**config.mk**
```make
export PLATFORM = sky130hd
export DESIGN_NAME = load_store_unit_flat
export DESIGN_NICKNAME = d
export VERILOG_FILES = /design/src/rtl/load_store_unit_if.sv /design/src/rtl/load_store_unit.sv /design/src/flat_wrapper.sv
export SDC_FILE = /design/constraint.sdc
export NUM_CORES = 1
export LEC_CHECK = 0
export BUFFER_PORTS_ARGS = -buffer_cell sky130_fd_sc_hd__buf_2
export CAP_MARGIN = 10
export CORE_UTILIZATION = 43
export DETAILED_ROUTE_END_ITERATION = 12
export PLACE_DENSITY = 0.79
export SYNTH_ARGS = -nofsm -noshare
export SYNTH_HDL_FRONTEND = slang
export SYNTH_SLANG_ARGS = --single-unit
export TNS_END_PERCENT = 10
```
**constraint.sdc**
```tcl
create_clock -name clk -period 3.59 [get_ports clk]
set_clock_uncertainty 0.15 [all_clocks]
set_input_delay 0.359 -clock clk [delete_from_list [all_inputs] [get_ports clk]]
set_output_delay 0.359 -clock clk [all_outputs]
set_load 0.02 [all_outputs]
```
**src/rtl/load_store_unit_if.sv**
```systemverilog
// rtl/load_store_unit_if.sv - request/response and RAM-port bundle for the load/store unit
interface load_store_unit_if #(
  parameter int ADDR_WIDTH = 9
);
  logic                  req_valid;
  logic                  req_ready;
  logic                  req_write;
  logic [2:0]            req_funct;
  logic [31:0]           req_addr;
  logic [31:0]           req_wdata;
  logic                  rsp_valid;
  logic                  rsp_ready;
  logic [31:0]           rsp_rdata;
  logic                  rsp_error;
  logic [3:0]            mem_we;
  logic [ADDR_WIDTH-1:0] mem_addr;
  logic [31:0]           mem_wdata;
  logic [31:0]           mem_rdata;

  modport slave (
    input  req_valid, req_write, req_funct, req_addr, req_wdata, rsp_ready, mem_rdata,
    output req_ready, rsp_valid, rsp_rdata, rsp_error, mem_we, mem_addr, mem_wdata
  );

  modport master (
    output req_valid, req_write, req_funct, req_addr, req_wdata, rsp_ready, mem_rdata,
    input  req_ready, rsp_valid, rsp_rdata, rsp_error, mem_we, mem_addr, mem_wdata
  );
endinterface

```
**src/rtl/load_store_unit.sv**
```systemverilog
// rtl/load_store_unit.sv - single-outstanding RV32 load/store unit in front of a 1-cycle-latency RAM
module load_store_unit #(
  parameter int ADDR_WIDTH = 9
) (
  input  logic                  clk,
  input  logic                  reset,
  load_store_unit_if.slave      bus
);

  typedef enum logic [1:0] {IDLE, LOAD, RESP} state_t;

  state_t                state_q;
  logic [ADDR_WIDTH-1:0] addr_q;
  logic [2:0]            funct_q;
  logic [1:0]            lane_q;
  logic                  rsp_valid_q;
  logic                  rsp_error_q;
  logic [31:0]           rsp_rdata_q;

  logic                  accept;
  logic                  req_err;
  logic [1:0]            lane;
  logic [3:0]            wmask;
  logic [31:0]           wdata_rep;
  logic [31:0]           shifted;
  logic [31:0]           load_d;
  logic                  unused_addr_bits;

  assign lane             = bus.req_addr[1:0];
  assign bus.req_ready    = (state_q == IDLE) && !reset;
  assign accept           = bus.req_valid && bus.req_ready;
  assign unused_addr_bits = ^bus.req_addr[31:ADDR_WIDTH+2];

  // Decode legality, byte mask and lane-replicated store data for the request on the bus.
  always_comb begin
    req_err   = 1'b0;
    wmask     = 4'b0000;
    wdata_rep = bus.req_wdata;
    case (bus.req_funct)
      3'b000: begin
        wmask     = 4'b0001 << lane;
        wdata_rep = {4{bus.req_wdata[7:0]}};
      end
      3'b001: begin
        req_err   = lane[0];
        wmask     = lane[1] ? 4'b1100 : 4'b0011;
        wdata_rep = {2{bus.req_wdata[15:0]}};
      end
      3'b010: begin
        req_err = |lane;
        wmask   = 4'b1111;
      end
      3'b100:  req_err = bus.req_write;
      3'b101:  req_err = bus.req_write | lane[0];
      default: req_err = 1'b1;
    endcase
  end

  assign bus.mem_we    = (accept && bus.req_write && !req_err) ? wmask : 4'b0000;
  assign bus.mem_wdata = wdata_rep;
  assign bus.mem_addr  = (state_q == IDLE) ? bus.req_addr[ADDR_WIDTH+1:2] : addr_q;

  // Load extraction uses the lane latched at accept, since req_addr may have moved on.
  always_comb begin
    shifted = bus.mem_rdata >> {lane_q, 3'b000};
    case (funct_q)
      3'b000:  load_d = {{24{shifted[7]}}, shifted[7:0]};
      3'b100:  load_d = {24'h000000, shifted[7:0]};
      3'b001:  load_d = {{16{shifted[15]}}, shifted[15:0]};
      3'b101:  load_d = {16'h0000, shifted[15:0]};
      default: load_d = shifted;
    endcase
  end

  always_ff @(posedge clk) begin
    if (reset) begin
      state_q     <= IDLE;
      addr_q      <= '0;
      funct_q     <= 3'b000;
      lane_q      <= 2'b00;
      rsp_valid_q <= 1'b0;
      rsp_error_q <= 1'b0;
      rsp_rdata_q <= 32'h0;
    end else begin
      case (state_q)
        IDLE: begin
          if (accept) begin
            addr_q  <= bus.req_addr[ADDR_WIDTH+1:2];
            funct_q <= bus.req_funct;
            lane_q  <= lane;
            if (req_err || bus.req_write) begin
              state_q     <= RESP;
              rsp_valid_q <= 1'b1;
              rsp_error_q <= req_err;
              rsp_rdata_q <= 32'h0;
            end else begin
              state_q <= LOAD;
            end
          end
        end
        LOAD: begin
          state_q     <= RESP;
          rsp_valid_q <= 1'b1;
          rsp_error_q <= 1'b0;
          rsp_rdata_q <= load_d;
        end
        RESP: begin
          if (bus.rsp_ready) begin
            state_q     <= IDLE;
            rsp_valid_q <= 1'b0;
            rsp_error_q <= 1'b0;
            rsp_rdata_q <= 32'h0;
          end
        end
        default: state_q <= IDLE;
      endcase
    end
  end

  assign bus.rsp_valid = rsp_valid_q;
  assign bus.rsp_error = rsp_error_q;
  assign bus.rsp_rdata = rsp_rdata_q;

endmodule

```
**src/flat_wrapper.sv**
```systemverilog
// flat-port wrapper written by rule: the top's interface ports become plain ports
module load_store_unit_flat 
#(
  parameter int ADDR_WIDTH = 9
)
  (clk, reset, bus_req_valid, bus_req_write, bus_req_funct, bus_req_addr, bus_req_wdata, bus_rsp_ready, bus_mem_rdata, bus_req_ready, bus_rsp_valid, bus_rsp_rdata, bus_rsp_error, bus_mem_we, bus_mem_addr, bus_mem_wdata);
  load_store_unit_if #(.ADDR_WIDTH(ADDR_WIDTH)) bus_i ();
  input  logic clk;
  input  logic reset;
  input wire logic [$bits(bus_i.req_valid)-1:0] bus_req_valid;
  input wire logic [$bits(bus_i.req_write)-1:0] bus_req_write;
  input wire logic [$bits(bus_i.req_funct)-1:0] bus_req_funct;
  input wire logic [$bits(bus_i.req_addr)-1:0] bus_req_addr;
  input wire logic [$bits(bus_i.req_wdata)-1:0] bus_req_wdata;
  input wire logic [$bits(bus_i.rsp_ready)-1:0] bus_rsp_ready;
  input wire logic [$bits(bus_i.mem_rdata)-1:0] bus_mem_rdata;
  output wire logic [$bits(bus_i.req_ready)-1:0] bus_req_ready;
  output wire logic [$bits(bus_i.rsp_valid)-1:0] bus_rsp_valid;
  output wire logic [$bits(bus_i.rsp_rdata)-1:0] bus_rsp_rdata;
  output wire logic [$bits(bus_i.rsp_error)-1:0] bus_rsp_error;
  output wire logic [$bits(bus_i.mem_we)-1:0] bus_mem_we;
  output wire logic [$bits(bus_i.mem_addr)-1:0] bus_mem_addr;
  output wire logic [$bits(bus_i.mem_wdata)-1:0] bus_mem_wdata;
  assign bus_i.req_valid = bus_req_valid;
  assign bus_i.req_write = bus_req_write;
  assign bus_i.req_funct = bus_req_funct;
  assign bus_i.req_addr = bus_req_addr;
  assign bus_i.req_wdata = bus_req_wdata;
  assign bus_i.rsp_ready = bus_rsp_ready;
  assign bus_i.mem_rdata = bus_mem_rdata;
  assign bus_req_ready = bus_i.req_ready;
  assign bus_rsp_valid = bus_i.rsp_valid;
  assign bus_rsp_rdata = bus_i.rsp_rdata;
  assign bus_rsp_error = bus_i.rsp_error;
  assign bus_mem_we = bus_i.mem_we;
  assign bus_mem_addr = bus_i.mem_addr;
  assign bus_mem_wdata = bus_i.mem_wdata;
  load_store_unit #(.ADDR_WIDTH(ADDR_WIDTH)) u_core (.clk(clk), .reset(reset), .bus(bus_i));
endmodule
```
* Word level (Yosys, flattened, before mapping)
Index checks and enable logic that the tools add are counted.
** Word-level totals
- Register bits after elaboration :: 50
- Bits of input ports :: 104
- Output and inout port bits :: 80
** Cells by class
- Equal/unequal tests :: 12
- Shifts and indexed selects :: 2
- Multiplexer cells :: 22
- Bitwise operators :: 1
- Reduce and logical (&&, ||, !) cells :: 15
** Operator list (number)
- case mux 32 bit (4 select lines) :: 1
- two-way mux 32 bit :: 3
- case mux 32 bit (3 select lines) :: 1
- case mux 32 bit (2 select lines) :: 1
- >> shifter 32 x 5 -> 32 bit :: 1
- equality test 3 bit (second input constant) :: 4
- case mux 4 bit (3 select lines) :: 1
- two-way mux 9 bit :: 1
- two-way mux 4 bit :: 2
- equality test 3 x 1 -> 1 bit (second input constant) :: 2
- logical NOT 3 bit :: 2
- two-way mux 2 bit :: 3
- case mux 1 bit (3 select lines) :: 2
- case mux 2 bit (3 select lines) :: 1
- two-way mux 1 bit :: 5
- case mux 1 bit (5 select lines) :: 1
- logical AND 1 bit :: 4
- != test 2 bit (second input constant) :: 2
- AND reduction 2 bit :: 2
- AND reduction 4 bit :: 1
- left shift 1 x 2 -> 4 bit (first input constant) :: 1
- equality test 3 x 2 -> 1 bit (second input constant) :: 1
- nonzero test 3 bit :: 1
- equality test 2 x 1 -> 1 bit (second input constant) :: 1
- 7 further kinds :: 8

* Depth between registers and ports, before layout
Gate-level depths: netlist of the first run.
- Depth in word-level cells :: 6
- Depth in mapped cells :: 8
- Mapped depth without buffers :: 6

* Worst setup path after synthesis of the first run
No wires, ideal clock.
- Path type :: input -> output
- Start point :: input bus_req_funct[0]
- End point :: output bus_mem_we[0]
- Arrival time :: 1.687 ns
- Data required time :: 3.081 ns
- Path slack :: 1.394 ns
- Cell stages on the path :: 5
- Buffers on the path :: 1
- Cells stage by stage :: buf_2 -> nor4_4 -> a21oi_1 -> or3_1 -> a21oi_1
** On the way
- Cells in the longest elaborated chain, start to end :: 5
- Elaborated cells on any way between the ends :: 10
- Those cells by class :: eq/ne (4); mux (3); reduce/logical (3)
** RTL lines
- from (decl) :: line flat_wrapper.sv:12 : input wire logic [$bits(bus_i.req_funct)-1:0] bus_req_funct;
- equality test 3 bit (tied with other cells) :: line load_store_unit.sv:39 : case (bus.req_funct)
- case mux 1 bit (5 select lines) :: line load_store_unit.sv:39
- logical NOT 1 bit :: line load_store_unit.sv:59 : assign bus.mem_we = (accept && bus.req_write && !req_err) ? wmask : 4'b0000;
- logical AND 1 bit :: line load_store_unit.sv:59
- two-way mux 4 bit * :: line load_store_unit.sv:59
- to (decl) :: line flat_wrapper.sv:21 : output wire logic [$bits(bus_i.mem_we)-1:0] bus_mem_we;
Mark *: on every way between the ends. The rest lies on a longest branch, timed or not.

* Final worst setup path of the first run
- Start point :: register u_core.state_q[1]
- End point :: output bus_mem_we[0]
** On the way
- Cells in the longest elaborated chain, start to end :: 6
** RTL lines
- from (decl) :: line load_store_unit.sv:12 : state_t state_q;
- from (signal assigned) :: line load_store_unit.sv:77 : state_q <= IDLE;
- from (signal assigned) :: line load_store_unit.sv:92 : state_q <= RESP;
- from (signal assigned) :: line load_store_unit.sv:97 : state_q <= LOAD;
- logical NOT 2 bit :: line load_store_unit.sv:30 : assign bus.req_ready = (state_q == IDLE) && !reset;
- logical AND 1 bit :: line load_store_unit.sv:30
- logical AND 1 bit :: line load_store_unit.sv:31 : assign accept = bus.req_valid && bus.req_ready;
- logical AND 1 bit (2 in a row) :: line load_store_unit.sv:59
- two-way mux 4 bit :: line load_store_unit.sv:59
No other way between the ends.

==> results of run 1 <==
-- synth_stat cells, drive strengths merged, types with 2 or more instances --
cell	number	area [um2]
mux2i	40	400
nand2	45	169
o21ai	28	140
nor2b	5	31.3
nand3b	16	120
nor2	15	56.3
o21bai	2	15.0
a22o	8	70.1
clkbuf	20	75.1
buf	19	129
a211oi	2	15.0
a2bb2oi	7	61.3
dfxtp	50	1000
a32o	16	160
inv	4	15.0
o21a	2	15.0
ha	4	50.1
nand2b	3	26.3
a21oi	27	139
nand4	8	50.1
mux2	25	282
-- power breakdown --
group	leakage, nW	switching, mW	internal, mW
sequential	0.406	0.0334	0.586
clock	0.0618	0.192	0.229
combinational	1.42	0.345	0.236
total	1.89	0.571	1.05
-- kinds of logic after synthesis --
| group | after synthesis |
|---|---|
| flip-flops | 50 |
| buffers and inverters | 43 |
| AO/OA/AOI/OAI | 98 |
| multiplexers | 66 |
| adder cells (fa/ha/maj) | 4 |
| AND/OR/NAND/NOR | 98 |
-- worst min path at each step --
stage / slack [ns] / endpoint / depth (start not counted)
CTS: 0.1 / u_core.addr_q[6] / 3
floorplan: 0.30 / u_core.addr_q[5] / 2
global placement: 0.29 / u_core.bus.rsp_rdata[24] / 1
global route: 0.10 / u_core.addr_q[3] / 3
finish: 0.10 / u_core.addr_q[3] / 3
detailed placement: 0.30 / u_core.bus.rsp_rdata[24] / 1
-- routing by layer --
metal | track usage, % | part of all wire [%] | vias to the layer above
met4 | 6.56 | 1.3 | 0
li1 | - | - | 1587
met2 | 42.1 | 51 | 138
met1 | 28.0 | 41 | 1510
met3 | 5.09 | 6.7 | 12
met5 | 0 | 0 | -
-- per-stage QoR --
| step | instance area [um2] | utilization (%) | setup WS, ns | hold slack, ns | instances |
|---|---|---|---|---|---|
| after global routing | 4090 | 58.9 | 0.492 | 0.104 | 594 |
| after detailed placement | 3960 | 57.0 | 0.567 | 0.300 | 585 |
| after global placement | 3960 | 57.0 | 0.679 | 0.294 | 585 |
| after floorplan | 3180 | - | 1.39 | 0.297 | 359 |
| after CTS | 4080 | 58.7 | 0.548 | 0.0959 | 593 |
| final | 4090 | 58.9 | 0.644 | 0.100 | 594 |
-- critical path, cell delays in order (launching register included) --
cell     delay, ns
dfxtp_1       0.36
inv_1         0.09
ha_1          0.57
nand2_1       0.10
buf_4         0.22
or3_1         0.42
a21oi_1       0.18
buf_2         0.19
-- final cells by class --
| type | count | area share [%] |
|---|---|---|
| Multi-Input combinational cell | 266 | 47.8 |
| Tap cell | 96 | 2.94 |
| Clock inverter | 2 | 0.949 |
| Sequential cell | 50 | 24.5 |
| Clock buffer | 6 | 2.02 |
| Inverter | 4 | 0.367 |
| Timing Repair Buffer | 170 | 21.4 |
-- sequential cells by signal (all words and copies together), names as in the netlist --
signal / count
u_core.bus.rsp_valid: 1
u_core.bus.rsp_error: 1
u_core.funct_q: 3
u_core.addr_q: 9
u_core.bus.rsp_rdata: 32
u_core.state_q: 2
u_core.lane_q: 2
==> run summary, run 1 <==
The run finished with clean final reports. The startpoint identified for the worst hold timing path is bus_req_addr[5]. Data arrives at the worst endpoint at 2.44 ns. The number of buffers added for setup after CTS was 0. The total count of hold-check failures in the final report is 0. The synthesized netlist cell count is 359. The horizontal extent of the die is 87.9 um.

After synthesis, the largest family of logic cells by area is multiplexers. After Yosys synthesis, XOR and XNOR cells account for 0% of the synthesized area. The wire-length estimate of the detail-placed layout is 6.88 mm. In the layout the commonest cells are 162 x buf_2, 50 x dfxtp_1, 45 x nand2_1. The tools report the starting DRC count in detailed routing as 146. Clock-pin slew was measured on the worst setup and hold paths at 0.09 ns. When the netlist entered floorplanning its net count stood at 467. The total overflow left after global routing is 0. The multi-input gate area in the final layout was 1960 um2; the share of final-layout standard cells stronger than drive strength 1 was 42.4%. STA classifies the critical path startpoint as a register.

The critical path is of the reg2out type. Setup violations remaining at the end of the flow were counted as 0. For this run, design rule violations remaining after detail routing come to 0. The library cell used most frequently in the layout, excluding fill and tap cells, is buf_2. For this configuration, the core starts out at a cell density of 45.7%. The worst register-to-register path has a setup slack of 0.82 ns. The post-route total power is 1.62 mW. The later pin in the worst-skew pair is clocked with a latency of 0.30 ns.

Along the worst path, the maximum fanout reaches 17. The synthesized netlist occupies a cell area of 3180 um2. The run gives 31.5% as the sequential element share of the synthesized area. TritonCTS built the clock tree. The number of gates resized after CTS was 0. The logs give 0 for the count of inserted antenna diode cells and 3247 for the total number of vias.

Once detail routing completed, the nets flagged for antenna violations numbered 0. Core outline area: 6940 um2. The maximum clock path buffer count was 2.

For this design, the CTS-stage hold fixing added 0 buffers. The run gives 0 as the initial antenna violation count. Setup repair after global routing left no endpoint under its margin. Of all flip-flops after synthesis, the portion carrying an async set or reset was 0%. The minimum clock period is 2.95 ns. For this run, the number of Yosys warnings is 0. The run gives 5 as the TritonCTS buffer count. In this run the tightest slew margin relative to its limit is 49.1%.

Entering global routing, the biggest net connects 32 pins. The mean instance size in the synthesized netlist came out at 8.85 um2. Counting flops with a built-in enable in the synthesized netlist gives 0. The final total negative setup slack is 0 ns.

Via count of the first global-routing pass: 3073. The first global-routing pass estimated 14.3 mm of wire. The number of top-level pins came out at 184.

The total power divided by cell area came out at 397 nW/um2. The kind of path behind the tightest hold check was in2reg. The simple-gate share of the synthesized area was 16.7%. From bottom edge to top edge, the die measures 87.9 um. After Yosys synthesis, full adders, half adders and majority gates account for 1.58% of the synthesized area. The flip-flop and latch count after synthesis works out to 50. VDD sags by at most 169 uV. Summed over all cells, the static leakage comes to 1.89 nW. Clock tree synthesis selected as its root buffer the cell clkbuf_8. Required time reported for the critical path endpoint: 3.08 ns. Of the available clock period, the critical path in the final layout requires 82.1%. At the end of routability-driven placement, the weighted congestion stood at 0.871. The run gives 2 as the maximum level of the CTS H-tree. STA classifies the critical path endpoint as an output pin. The main flop type after synthesis was dfxtp_1.

Following the worst setup path forward leads to its endpoint at bus_mem_we[0]. The logs give 0 for the number of max-slew violations in the final report and 339 MHz for the highest clock frequency the design can meet. The worst register-to-register path begins at u_core.state_q[1].

The pre-antenna-repair detailed-routing pass consisted of 5 iterations. The vias per cell is 5.47. The synthesized-area fraction occupied by ao, oa, aoi and oai cells is 21.2%, and the slew at the pin closest to its max-slew limit is 0.761 ns. The detail-routed net length per standard cell is 15.2 um.

The routed design has 9.05 mm of wire. The terminus of the critical flop-to-flop path is u_core.bus.rsp_rdata[26]. Area growth from synthesis to layout: 28.7%. The sequential cell area is 1000 um2, and the multiplexer fraction of the synthesized cell area is 22.2%. The number of max-cap violations was 0; the number of distinct library cell variants in the gate-level netlist after synthesis was 39. Number of nets in the finished design: 605. The filler cells instantiated in the layout total 643.

The worst setup path startpoint was u_core.state_q[1]. Die area: 7730 um2. Counting cells, the worst reg-to-reg path comes to 7. Global routing used 23.4% of the available tracks across all layers. The initialized floorplan defines 30 standard-cell rows. Clock tree synthesis found a total of 50 sinks. Port buffering added 162 buffers.
Power figures use the tool's default switching activity.
==> run 2: changes to the inputs <==
CORE_UTILIZATION = 40   (was 43)
PLACE_DENSITY = 0.77   (was 0.79)
clock period = 2.45 ns   (was 3.59 ns; I/O delays follow)
==> run summary, run 2 (synthesized netlist as in run 1, its figures left out) <==
The tools report the required time reported for the critical path endpoint as 2.06 ns (-1.02 ns). The slowest stage of the critical path belongs to the cell or3_4. The worst setup path is launched from a register. Clock network latency to the later pin of the worst-skew pair: 0.30 ns (about the same). The number of filler cells placed in the layout came out at 725 (+13%). TritonCTS built the clock tree.

Static timing analysis puts the maximum clock frequency at 427 MHz. The number of top-level pins is 184 (unchanged). The run gives 0.109 ns (-0.535 ns) as the worst setup margin. The stage delay of the slowest cell on the critical path was 0.39 ns (-0.18 ns).

By startpoint and endpoint, the worst setup path is classified as reg2out. The total power divided by cell area works out to 551 nW/um2 (+39%). The number of max-slew violations in the final report came out at 0 (unchanged). The final total negative setup slack is 0 ns (unchanged).

The routed design could run at a clock period as short as 2.34 ns. The run gives 0 (unchanged) as the leftover overflow at the end of global routing. For the length of the first detailed-routing pass in iterations, the log shows 4 (-1). The kind of path behind the tightest hold check was in2reg. The total wirelength of the detailed-routed design is 9.01 mm (-0.39%), and the data arrival time of the worst path is 1.95 ns (-0.49 ns). The sequential group share of total power is 38.4% (+0.3 points).

The flip-flop count of the largest register after layout works out to 32 (unchanged). The vias per cell is 5.35 (-2.1%), and the core outline area is 7690 um2 (+11%). For the all-layer global routing usage, the log shows 20.4% (-3.1 points).

Area growth from synthesis to layout: 33.0%. The starting DRC count in detailed routing was 165 (+13%); the post-layout utilization of the core was 54.9% (-3.9 points). The clock power share is 22.9% (-3.1 points).

The final weighted congestion in routability-driven placement was 0.858 (-1.5%); the post-layout instance area was 4220 um2 (+3.3%). The die area was 8300 um2 (+7.3%). The clock sink total is 50 (unchanged). The signal on the critical path passes through inv_1, ha_2, buf_6, nand2_1, or3_4, a21oi_1, buf_2.

The run gives 0.864 mW (+51%) as the switching power of the nets. The master cell of the clock root buffer is clkbuf_8. The via count of the first global-routing pass is 3028 (-1.5%), and the fraction of power spent switching nets is 37.1% (+1.9 points). Largest fanout of any net on the critical path: 15 (-2). The largest voltage drop on the vdd net was 224 uV (+33%). Critical path capture point type: an output pin.

The die extent in y is 91.1 um (+3.6%), and the share of final-layout standard cells stronger than drive strength 1 is 42.7% (+0.32 points). The port buffer count is 162 (unchanged). The placement-stage worst setup slack was 0.0832 ns (-0.484 ns); the clock edge transition at the registers on the reported setup and hold paths was 0.10 ns (about the same). The post-route clock period utilization is 95.6%.

The number of nets in the finished design is 620 (+2.5%). The library cell used most frequently in the layout, excluding fill and tap cells, is buf_2. The tools report the setup-violating endpoint count in the final report as 0 (unchanged).

The slew at the pin closest to its max-slew limit was 0.649 ns (-0.112 ns); the number of max-cap violations was 0 (unchanged). The detail-routed net length per standard cell came out at 14.7 um (-3.8%). The initial antenna violation count is 0 (unchanged), and the buffers plus inverters on the worst setup path is 3 (unchanged). Total internal power: 1.46 mW (+39%). For the wire length of the first global-routing pass, the log shows 13.9 mm (-2.5%). The total number of vias was 3291 (+1.4%).

The horizontal extent of the die was 91.1 um (+3.6%); the count of inserted antenna diode cells was 0 (unchanged). The site row count came out at 32 (+6.7%). Leaving out fill and tap cells, the most frequent cells in the layout are 162 x buf_2, 50 x dfxtp_1, 45 x nand2_1.

The run gives 0 (unchanged) as the total count of hold-check failures in the final report. The logs give 25 (-22%) for the pin count of the biggest net entering global routing and 5 (unchanged) for the TritonCTS buffer count. The run finished with clean final reports.

The effective utilization at floorplan is 41.3% (-4.4 points). The post-detailed-placement cell area came out at 4020 um2 (+1.5%). The run gives 38.8% (+2.9 points) as the logic gate share of total power. Maximum clock path buffer count: 2 (unchanged). The DRC violations left is 0 (unchanged), and the leakage power is 1.95 nW (+3.2%). The family with the most delay on the worst path was simple AND/OR/NAND/NOR gates. Setup repair after global routing left no endpoint under its margin. The run gives 56.6% (+7.6 points) as the relative slew slack.

The logs give 0 (unchanged) for the number of nets with antenna violations after routing and 2 (unchanged) for the maximum level of the CTS H-tree. The half-perimeter wire length after placement was 6.58 mm (-4.3%).
run 2: worst paths after layout:
kind / startpoint / end / slack (ns) / cells after the start
setup / recovery: u_core.state_q[0] / bus_mem_we[1] / 0.11 / 7
hold / removal: bus_req_addr[0] / u_core.lane_q[0] / 0.07 / 3
setup reg to reg: u_core.state_q[0] / u_core.bus.rsp_rdata[31] / 0.26 / 7
hold reg to reg: u_core.addr_q[7] / u_core.addr_q[7] / 0.32 / 2
run 2: final cells by class:
cell class	count	area, um2	share of cell area (%)
multi-input cells	266	1970	46.7
inverters	4	15.0	0.355
flip-flops and latches	50	1000	23.7
well taps	102	128	3.02
repair buffers	185	1010	23.9
clock inverters	2	17.5	0.415
clock buffers	6	82.6	1.95
run 2: metrics by stage:
step	hold slack (ns)	std cells	total power [mW]
3_5_place_dp	0.299	598	1.78
5_1_grt	0.0831	615	2.45
4_1_cts	0.0675	615	2.32
3_3_place_gp	0.292	598	1.77
6_report	0.0715	615	2.33
2_1_floorplan	0.194	359	1.51
run 2: what timing repair did:
item / CTS / global route
hold endpoints to repair: 9 / 0
setup buffers: 0 / 0
hold buffers: 9 / 0
gates resized for setup: 0 / 4
setup endpoints to repair: 0 / 28
run 2: metal layers:
metal	vias to the layer above	wire [um]	track usage (%)
met1	1521	3820	24.7
met2	130	4480	36.7
met4	0	186	6.88
li1	1624	-	-
met5	-	0	0
met3	16	519	3.02
run 2: worst reg2reg max path, stage by stage (launching register included):
cell     delay, ns
dfxtp_1       0.40
inv_1         0.09
ha_1          0.21
nor2b_1       0.16
a211o_4       0.37
nor4b_4       0.22
buf_4         0.32
a32o_1        0.22
run 2: power groups by stage:
| stage | combinational (mW) | clock [mW] | sequential [mW] |
|---|---|---|---|
| floorplan | 0.594 | 0 | 0.916 |
| global placement | 0.859 | 0 | 0.908 |
| detailed placement | 0.873 | 0 | 0.911 |
| CTS | 0.888 | 0.542 | 0.893 |
| global route | 0.975 | 0.576 | 0.899 |
| finish | 0.902 | 0.532 | 0.893 |
==> run 3: changes to the inputs <==
==> constraint.sdc (replaced) <==
create_clock -name clk -period 2.45 [get_ports clk]
set_clock_uncertainty 0.15 [all_clocks]
set_input_delay 0.3675 -clock clk [delete_from_list [all_inputs] [get_ports clk]]
set_output_delay 0.3675 -clock clk [all_outputs]
set_load 0.02 [all_outputs]
==> run summary, run 3 (synthesized netlist as in run 1, its figures left out) <==
STA classifies the critical path endpoint as an output pin. The clock network latency to the later pin of the worst-skew pair was 0.30 ns (about the same); the number of nets with antenna violations after routing was 0 (unchanged). The maximum clock path buffer count came out at 2 (unchanged). For the number of filler cells placed in the layout, the log shows 722 (-0.41%). Number of max-slew violations in the final report: 0 (unchanged).

The instance count along the most critical hold path was 3 (unchanged); the post-layout utilization of the core was 53.8% (-1.1 points). The number of nets in the finished design was 613 (-1.1%); the detail-routed net length per standard cell was 14.5 um (-0.97%). The logs give 2 (unchanged) for the maximum level of the CTS H-tree and 1.91 nW (-1.8%) for the leakage power. The stage delay of the slowest cell on the critical path came out at 0.40 ns (about the same).

The terminus of the critical flop-to-flop path is u_core.bus.rsp_valid. The run gives 0 (unchanged) as the total count of hold-check failures in the final report. The site row count is 32 (unchanged), and the largest fanout of any net on the critical path is 4 (-11). For the core outline area, the log shows 7690 um2 (unchanged).

Minimum clock period: 2.31 ns (-0.0312 ns). The die extent in y works out to 91.1 um (unchanged). The number of max-cap violations came out at 0 (unchanged).

The kind of path behind the tightest hold check is in2reg. The initial antenna violation count is 0 (unchanged). Port buffer count: 162 (unchanged). The die area was 8300 um2 (unchanged). The critical path in this run is classified as reg2out. The run gives 5 (unchanged) as the TritonCTS buffer count. The root buffer cell chosen for the clock tree is clkbuf_8. The pin count of the biggest net entering global routing was 25 (unchanged). The total wirelength of the detailed-routed design is 8.82 mm (-2.1%), and the total number of vias is 3273 (-0.55%). The setup-violating endpoint count in the final report is 0 (unchanged), and the total internal power is 1.43 mW (-2.0%). The run finished with clean final reports. The number of hold buffers added after CTS was 0 (-9); the share of final-layout standard cells stronger than drive strength 1 was 43.5% (+0.79 points).

The switching power of the nets was 0.849 mW (-1.7%); the required time reported for the critical path endpoint was 1.93 ns (-0.13 ns). Walking the worst path, the cells encountered are inv_1, ha_1, buf_6, nand2_1, or3_4, a21oi_1, buf_2. The final cell count without fillers was 608 (-1.1%); the wire length of the first global-routing pass was 14.1 mm (+1.4%). The slew at the pin closest to its max-slew limit was 0.672 ns (+0.0228 ns); the flip-flop count of the largest register after layout was 32 (unchanged). The largest voltage drop on the vdd net came out at 272 uV (+21%). The tools report the relative slew slack as 55.1% (-1.5 points). For the sequential group share of total power, the log shows 39.1% (+0.7 points).

Setup repair after global routing left no endpoint under its margin. The source of the worst hold timing path is bus_req_addr[2]. The vias per cell came out at 5.38 (+0.60%).

The clock power share was 21.3% (-1.6 points). The run gives 50 (unchanged) as the clock sink total. Relative to the synthesized area, the layout overhead comes to 30.3%. Count of inserted antenna diode cells: 0 (unchanged). The effective utilization at floorplan was 41.3% (unchanged). The tools report the highest clock frequency the design can meet as 433 MHz (+1.4%). The slowest stage of the critical path belongs to the cell or3_4. STA classifies the critical path startpoint as a register. The number of top-level pins came out at 184 (unchanged). The DRC violations left is 0 (unchanged), and the worst setup slack for register-to-register paths is 0.16 ns (-0.10 ns). The depth of the worst register-to-register path is 8 (+1). The final weighted congestion in routability-driven placement was 0.855 (-0.35%); the fraction of power spent switching nets was 37.2% (+0.080 points). The data arrival time of the worst path was 1.79 ns (-0.16 ns); the horizontal extent of the die was 91.1 um (unchanged). Total placed cells including tap cells: 597 (-0.17%). The total power divided by cell area works out to 552 nW/um2 (+0.15%).

The worst register-to-register path begins at u_core.state_q[0]. The run gives 6.63 mm (+0.67%) as the half-perimeter wire length after placement. The via count of the first global-routing pass is 3012 (-0.53%), and the clock edge transition at the registers on the reported setup and hold paths is 0.10 ns (about the same). TritonCTS built the clock tree.

Post-route clock period utilization: 94.3% (-1.3 points). The logs give 39.5% (+0.7 points) for the logic gate share of total power and 4 (unchanged) for the length of the first detailed-routing pass in iterations. All-layer global routing usage: 20.5% (+0.10 points).

In the layout the commonest cells are 161 x buf_2, 50 x dfxtp_1, 45 x nand2_1. The starting DRC count in detailed routing was 127 (-23%). The leftover overflow at the end of global routing was 0 (unchanged); the worst-case hold slack was 0.106 ns (+0.0345 ns).

Destination of the worst hold path: u_core.addr_q[0]. Leading cell type in the layout, fill and taps excluded: buf_2.
## run 3: through the flow
step / TNS [ns] / instance area (um2) / power (mW) / worst slack (ns)
2_1_floorplan: 0 / 3180 / 1.51 / 0.237
3_3_place_gp: 0 / 4010 / 1.76 / 0.0513
3_5_place_dp: -0.482 / 4010 / 1.78 / -0.0719
4_1_cts: 0 / 4130 / 2.29 / 0.0847
5_1_grt: 0 / 4140 / 2.41 / 0.0244
6_report: 0 / 4140 / 2.28 / 0.140
## run 3: timing repair
item / CTS / global route
hold endpoints to repair: 0 / 0
buffers inserted: 3 / 0
pin swaps: 0 / 0
endpoints found under the setup margin: 4 / 1
gates resized for setup: 2 / 3
## run 3: routing by layer
layer  vias to the layer above  wire [um]  global-route usage (%)
met3                        17        552                    3.69
met4                         0        204                    6.75
met1                      1529       3690                    25.4
li1                       1598          -                       -
met5                         -          0                       0
met2                       129       4380                    35.7
## run 3: layout make-up
cell class | count | area, um2 | share of cell area [%]
Multi-Input combinational cell | 266 | 1970 | 47.6
Inverter | 4 | 15.0 | 0.363
Clock buffer | 6 | 72.6 | 1.75
Timing Repair Buffer | 178 | 937 | 22.6
Sequential cell | 50 | 1000 | 24.2
Clock inverter | 2 | 13.8 | 0.333
Tap cell | 102 | 128 | 3.08
## run 3: critical path: cells and delay by family, from the launching register on
| family | cells | cell delay (ns) |
|---|---|---|
| buffers and inverters | 3 | 0.37 |
| adder cells (fa/ha/maj) | 1 | 0.18 |
| AO/OA/AOI/OAI | 1 | 0.12 |
| flip-flops | 1 | 0.36 |
| AND/OR/NAND/NOR | 2 | 0.46 |
## run 3: worst max path at each step
stage | startpoint | end | slack, ns | cells past startpoint
detailed placement | bus_req_funct[0] | u_core.bus.rsp_rdata[11] | -0.07 | 5
CTS | u_core.state_q[0] | bus_mem_we[0] | 0.08 | 7
finish | u_core.state_q[0] | bus_mem_we[1] | 0.14 | 7
global route | u_core.state_q[0] | bus_mem_we[3] | 0.02 | 7
global placement | bus_req_funct[0] | u_core.bus.rsp_rdata[11] | 0.05 | 5
floorplan | bus_req_funct[0] | bus_mem_we[0] | 0.24 | 5
## run 3: power by group through the flow
stage                     sequential, mW  combinational [mW]  clock [mW]
after floorplan                    0.916               0.594           0
after global placement             0.907               0.857           0
after detailed placement           0.911               0.868           0
after CTS                          0.892               0.899       0.501
after global routing               0.899               0.979       0.534
final                              0.893               0.903       0.487
